## src/rtl/button_press_classifier_pkg.sv

```systemverilog
// Shared project definitions for the button press classifier.
package button_press_classifier_pkg;

    typedef enum logic [1:0] {
        IDLE  = 2'd0,
        SHORT = 2'd1,
        LONG  = 2'd2
    } press_state_t;

    localparam int DEFAULT_LONG_CYCLES   = 50_000_000;
    localparam int DEFAULT_REPEAT_CYCLES = 10_000_000;

    function automatic int max_of(input int a, input int b);
        return (a > b) ? a : b;
    endfunction

endpackage

```

## src/rtl/button_press_classifier.sv

```systemverilog
// Classifies a debounced button level into press, short, long, repeat and
// release events using one FSM and a single shared hold counter.
module button_press_classifier
    import button_press_classifier_pkg::*;
#(
    parameter int LONG_CYCLES   = DEFAULT_LONG_CYCLES,
    parameter int REPEAT_CYCLES = DEFAULT_REPEAT_CYCLES
) (
    input  logic clk,
    input  logic rst_n,
    input  logic btn_clean,
    output logic press_pulse,
    output logic short_pulse,
    output logic long_pulse,
    output logic repeat_pulse,
    output logic release_pulse,
    output logic held
);

    localparam int CNT_W = $clog2(max_of(LONG_CYCLES, REPEAT_CYCLES));
    localparam logic [CNT_W-1:0] LONG_LAST   = CNT_W'(LONG_CYCLES - 1);
    localparam logic [CNT_W-1:0] REPEAT_LAST = CNT_W'(REPEAT_CYCLES - 1);

    press_state_t     state;
    press_state_t     state_next;
    logic [CNT_W-1:0] cnt;
    logic [CNT_W-1:0] cnt_next;
    logic             press_next;
    logic             short_next;
    logic             long_next;
    logic             repeat_next;
    logic             release_next;

    // Next-state and next-output decode; a release always takes priority
    // over a threshold that would have been reached on the same edge.
    always_comb begin
        state_next   = state;
        cnt_next     = cnt;
        press_next   = 1'b0;
        short_next   = 1'b0;
        long_next    = 1'b0;
        repeat_next  = 1'b0;
        release_next = 1'b0;
        unique case (state)
            IDLE: begin
                if (btn_clean) begin
                    state_next = SHORT;
                    cnt_next   = '0;
                    press_next = 1'b1;
                end
            end
            SHORT: begin
                if (!btn_clean) begin
                    state_next   = IDLE;
                    cnt_next     = '0;
                    short_next   = 1'b1;
                    release_next = 1'b1;
                end else if (cnt == LONG_LAST) begin
                    state_next = LONG;
                    cnt_next   = '0;
                    long_next  = 1'b1;
                end else begin
                    cnt_next = cnt + 1'b1;
                end
            end
            LONG: begin
                if (!btn_clean) begin
                    state_next   = IDLE;
                    cnt_next     = '0;
                    release_next = 1'b1;
                end else if (cnt == REPEAT_LAST) begin
                    cnt_next    = '0;
                    repeat_next = 1'b1;
                end else begin
                    cnt_next = cnt + 1'b1;
                end
            end
            default: begin
                state_next = IDLE;
                cnt_next   = '0;
            end
        endcase
    end

    // State, counter and registered outputs; held tracks the next state so it
    // changes on the same edge as the press and release pulses.
    always_ff @(posedge clk) begin
        if (!rst_n) begin
            state         <= IDLE;
            cnt           <= '0;
            press_pulse   <= 1'b0;
            short_pulse   <= 1'b0;
            long_pulse    <= 1'b0;
            repeat_pulse  <= 1'b0;
            release_pulse <= 1'b0;
            held          <= 1'b0;
        end else begin
            state         <= state_next;
            cnt           <= cnt_next;
            press_pulse   <= press_next;
            short_pulse   <= short_next;
            long_pulse    <= long_next;
            repeat_pulse  <= repeat_next;
            release_pulse <= release_next;
            held          <= (state_next != IDLE);
        end
    end

endmodule

```

## config.mk

```make
export PLATFORM = sky130hd
export DESIGN_NAME = button_press_classifier
export DESIGN_NICKNAME = d
export VERILOG_FILES = /design/src/rtl/button_press_classifier_pkg.sv /design/src/rtl/button_press_classifier.sv
export SDC_FILE = /design/constraint.sdc
export NUM_CORES = 1
export LEC_CHECK = 0
export CORE_ASPECT_RATIO = 0.5
export CORE_MARGIN = 2
export CORE_UTILIZATION = 43
export CTS_CLUSTER_SIZE = 12
export DETAILED_ROUTE_END_ITERATION = 6
export PLACE_DENSITY = 0.57
export SYNTH_ARGS = -nofsm -noshare
export SYNTH_HDL_FRONTEND = slang
export SYNTH_SLANG_ARGS = --single-unit
```

## constraint.sdc

```tcl
create_clock -name clk -period 5.9 [get_ports clk]
set_input_delay 1.18 -clock clk [delete_from_list [all_inputs] [get_ports clk]]
set_output_delay 1.18 -clock clk [all_outputs]
set_load 0.05 [all_outputs]
```

== Word-level counts from Yosys, hierarchy flattened ==
Index checks and enable logic that the tools add are counted.

* Reductions and logical operators: 8
* Add/subtract/negate cells: 1
* Mux-type cells: 15
* Eq/ne operators: 5

{| class="wikitable"
|+ Operators by type and width
! operator !! count
|-
| 2-to-1 mux 26 bit || 5
|-
| one-hot mux 26 bit (3 select lines) || 1
|-
| adder 26 x 1 -> 26 bit, second input constant || 1
|-
| == test 26 x 24 -> 1 bit, second input constant || 1
|-
| == test 26 bit, second input constant || 1
|-
| 2-to-1 mux 2 bit || 4
|-
| one-hot mux 2 bit (3 select lines) || 1
|-
| AND reduction 2 bit || 3
|-
| AND reduction 3 bit || 2
|-
| 2-to-1 mux 1 bit || 4
|-
| == test 2 x 1 -> 1 bit, second input constant || 1
|-
| == test 2 bit, second input constant || 1
|-
| zero test 2 bit || 1
|-
| inequality test 2 bit, second input constant || 1
|-
| nonzero test 2 bit || 1
|-
| OR reduction 2 bit || 1
|}

* Bits of input ports: 3
* Output and inout port bits: 6
* Register bits: 34

== Depth between registers and ports, before layout ==
* Word-level depth: 5
* Gate-level depth with buffers: 9

== Worst setup path after synthesis ==
OpenSTA, ideal clock, no wires.

* Path kind: input-to-reg
* Start point: input port btn_clean
* End point: register cnt[22]
* Path slack: 3.580 ns
* Arrival: 2.248 ns
* Data required time: 5.828 ns
* Stages on the path: 7
* Cells stage by stage: clkbuf_1 -> nor2b_1 -> and2_1 -> clkbuf_1 -> clkbuf_1 -> a21oi_2 -> mux2i_1

* Longest elaborated chain between the ends: 2
* Elaborated cells on any way between the ends: 4
* Classes of those cells: eq/ne (1); mux (3)

{| class="wikitable"
|+ RTL lines
! item !! line !! source
|-
| start, declared || button_press_classifier.sv:11 || <nowiki>input logic btn_clean,</nowiki>
|-
| 2-to-1 mux 26 bit, on equally long branches || button_press_classifier.sv:67, button_press_classifier.sv:53 ||
|-
| one-hot mux 26 bit (3 select lines) || button_press_classifier.sv:44 || <nowiki>unique case (state)</nowiki>
|-
| end signal, assigned || button_press_classifier.sv:99 || <nowiki>cnt <= cnt_next;</nowiki>
|-
| end, declared || button_press_classifier.sv:26 || <nowiki>logic [CNT_W-1:0] cnt;</nowiki>
|}

Parallel ways exist; a longest one is shown, timed or not.
A chain may end at the register's enable or synchronous reset.

== Final worst setup path ==
* Start point: input port btn_clean
* End point: register cnt[25]

The elaborated chain is that of the path after synthesis.

==> results_dict.tcl <==
set metrics [dict create \
    status "completed" \
    cpPeakStageDelay_ns 0.95 \
    holdCritStartpoint "cnt[25]" \
    syn_nets 213 \
    fin_worst_skew_ns 0.006092 \
    antenna_cells 0 \
    layout.nets 219 \
    cts_resized 0 \
    maxSlewHeadroom_pct 14.14 \
    cts-root-buf "clkbuf_8" \
    drive_gt1_share_pct 5.714 \
    timing.final.max_slew_violations 0 \
    yosysTopAreaCell "dfxtp_1" \
    max_freq_mhz 315.5 \
    r2r-start "cnt[0]" \
    dpl.hpwl_um 2628 \
    finalCritPeriodShare_pct 53.72 \
    synth-edff-count 0 \
    cts_hold_buf 0 \
    grt_pass1_vias 1330 \
    yosysSeqAreaShare_pct 39.16 \
    drtIter0Drc 83 \
    overflow 0 \
    routed_wirelength_um 3736 \
    pin_count 9 \
    r2r.worst_path.cells 7 \
    worstPathRequired_ns 6.09 \
    whs_path_depth 1 \
    final_cell_mix "34 x dfxtp_1, 28 x nand2_1, 15 x a31oi_1" \
    finalSetupViolCount 0 \
    die_h_um 48.96 \
    max-clock-path-buffers 2 \
    async_flop_share_pct 0 \
    layout_commonest_cell "dfxtp_1" \
    port-buffer-count 8 \
    clk-insertion-delay-late_ns 0.27 \
    grtUsageTotal_pct 17.66 \
    yosysTopAreaCellShare_pct 39.16 \
    fin_ws_ns 2.731 \
    cts_buffers 5 \
    wl_per_cell_um 14.15 \
    powerDensity_nw_per_um2 225.5 \
    ir_drop_uv 127.5 \
    syn_area_um2 1738 \
    drt_pass1_iterations 4 \
    grt_start_max_net_pins 32 \
    cts_tree "done" \
    path_cells "clkdlybuf4s50_1, nand3_1, a21oi_2, o21ai_0, a31oi_1" \
    syn2layout_area_growth_pct 9.935 \
    rows 16 \
    criticalPathCategory "in -> reg" \
    min_period_ns 3.169 \
    avgSynthCellArea_um2 8.478 \
    cts_setup_buffers 0 \
    slowest_stage "a21oi_2" \
    arrival_ns 3.36 \
    syn_inst 205 \
    grt_setup_unrepaired "no" \
    die_x_um 93.91 \
    viasPerCell 5.610 \
    ys_ff_latch 34 \
    path_max_fanout 31 \
    num_vias 1481 \
    endpoint_kind "flip-flop" \
    start_util_pct 44.75 \
    grt_pass1_wl_um 6368 \
    setup_tns_ns 0 \
    reg2reg_to "cnt[25]" \
    cts_sinks 34 \
    ys.flop_type "dfxtp_1" \
    seqCellArea_um2 680.7 \
    maxCapViolCount 0 \
    hold_viol_final 0 \
    synth_area_leaders "dfxtp_1 39%, nand2_1 6.0%, a31oi_1 5.4%" \
    dp_slack_ns 2.498 \
    p_leak_uw 0.0006406 \
    drtAntennaViolNets 0 \
    fillers 383 \
    startpoint_type "primary input" \
    cts-htree-levels 2 \
    drc 0 \
    holdPathEnd "cnt[25]" \
    reg2reg_setup_slack_ns 3.14 \
    synthDistinctLibCells 39 \
    grt_antenna_before_repair 0 \
    post-route-util_pct 49.19 \
    core_area_um2 3884 \
    yosysWarnings 0 \
    power.total_uw 430.8 \
    clk_pin_slew_ns 0.06 \
    tightest_slew_ns 1.288 \
    hp-class "reg -> reg" \
    place_congestion 0.7730 \
    fp.dieArea_um2 4597 \
    multi_input_area_um2 973.4 \
]
## power breakdown
part / switching (uW) / leakage, uW / internal, uW / total [uW]
Clock: 75.8 / 0.0000431 / 89.9 / 166
Combinational: 20.0 / 0.000323 / 10.8 / 30.8
Sequential: 1.67 / 0.000275 / 233 / 234
Total: 97.5 / 0.000641 / 333 / 431
## final cells by class
| class | count | area share, % |
|---|---|---|
| flip-flops and latches | 34 | 35.63 |
| multi-input cells | 155 | 50.95 |
| well taps | 54 | 3.536 |
| clock buffers | 6 | 4.322 |
| repair buffers | 8 | 4.191 |
| inverters | 7 | 1.375 |
## sequential cells by signal, indices dropped and copies added (netlist names)
name           count
cnt               26
state              2
held               1
long_pulse         1
press_pulse        1
release_pulse      1
repeat_pulse       1
short_pulse        1
## cells in the mapped netlist (2+ instances only)
cell type   n
and3_1      5
buf_6       3
o41ai_1     2
dfxtp_1    34
a21oi_1    10
inv_1       7
a21o_1      3
xnor2_1     4
nand3_1    13
nor3_1      4
nor4b_1     2
and2_1      7
clkbuf_1    5
nand4_1     4
and4_1      3
xor2_1      4
a22o_1      3
nand2_1    28
nor2_1      8
o21ai_0    13
nor2b_1     3
or3_1       2
a31oi_1    15
ha_1        5
or2b_1      3
a21oi_2     2
## critical path, delay by kind of cell
kind	cells	cell delay, ns
simple gates	1	0.16
compound gates	3	1.42
buf+inv	1	0.60
## metal layers
| metal | vias up | track usage (%) | share of wire [%] |
|---|---|---|---|
| met4 | 0 | 2.899 | 0.35 |
| li1 | 752 | - | - |
| met2 | 34 | 27.02 | 43 |
| met3 | 2 | 4.637 | 5.4 |
| met1 | 693 | 25.51 | 51 |
| met5 | - | 0 | 0 |
## through the flow
stage / area (um^2) / instances / hold WS, ns
6_report: 1911 / 264 / 0.4735
5_1_grt: 1911 / 264 / 0.5218
2_1_floorplan: 1738 / 205 / 0.4347
3_5_place_dp: 1828 / 258 / 0.4647
3_3_place_gp: 1828 / 258 / 0.4545
4_1_cts: 1911 / 264 / 0.4761
## worst max-delay path by stage
stage | startpoint | end | slack, ns | cells past startpoint
CTS | btn_clean | cnt[25] | 2.76 | 5
finish | btn_clean | cnt[25] | 2.73 | 5
floorplan | btn_clean | cnt[22] | 3.58 | 7
global placement | btn_clean | cnt[4] | 2.56 | 5
global route | btn_clean | cnt[25] | 2.52 | 5
detailed placement | btn_clean | cnt[25] | 2.50 | 5
## cells by family after synthesis
group,Yosys count,synth area share [%]
adders and majority gates,5,3.600
buffers and inverters,16,4.824
AOI/OAI and AO/OA,54,21.24
DFF,34,39.16
and+or+nand+nor,87,26.57
muxes,1,0.5760
xor gates and xnor gates,8,4.031
(Power assumes the default switching activity.)
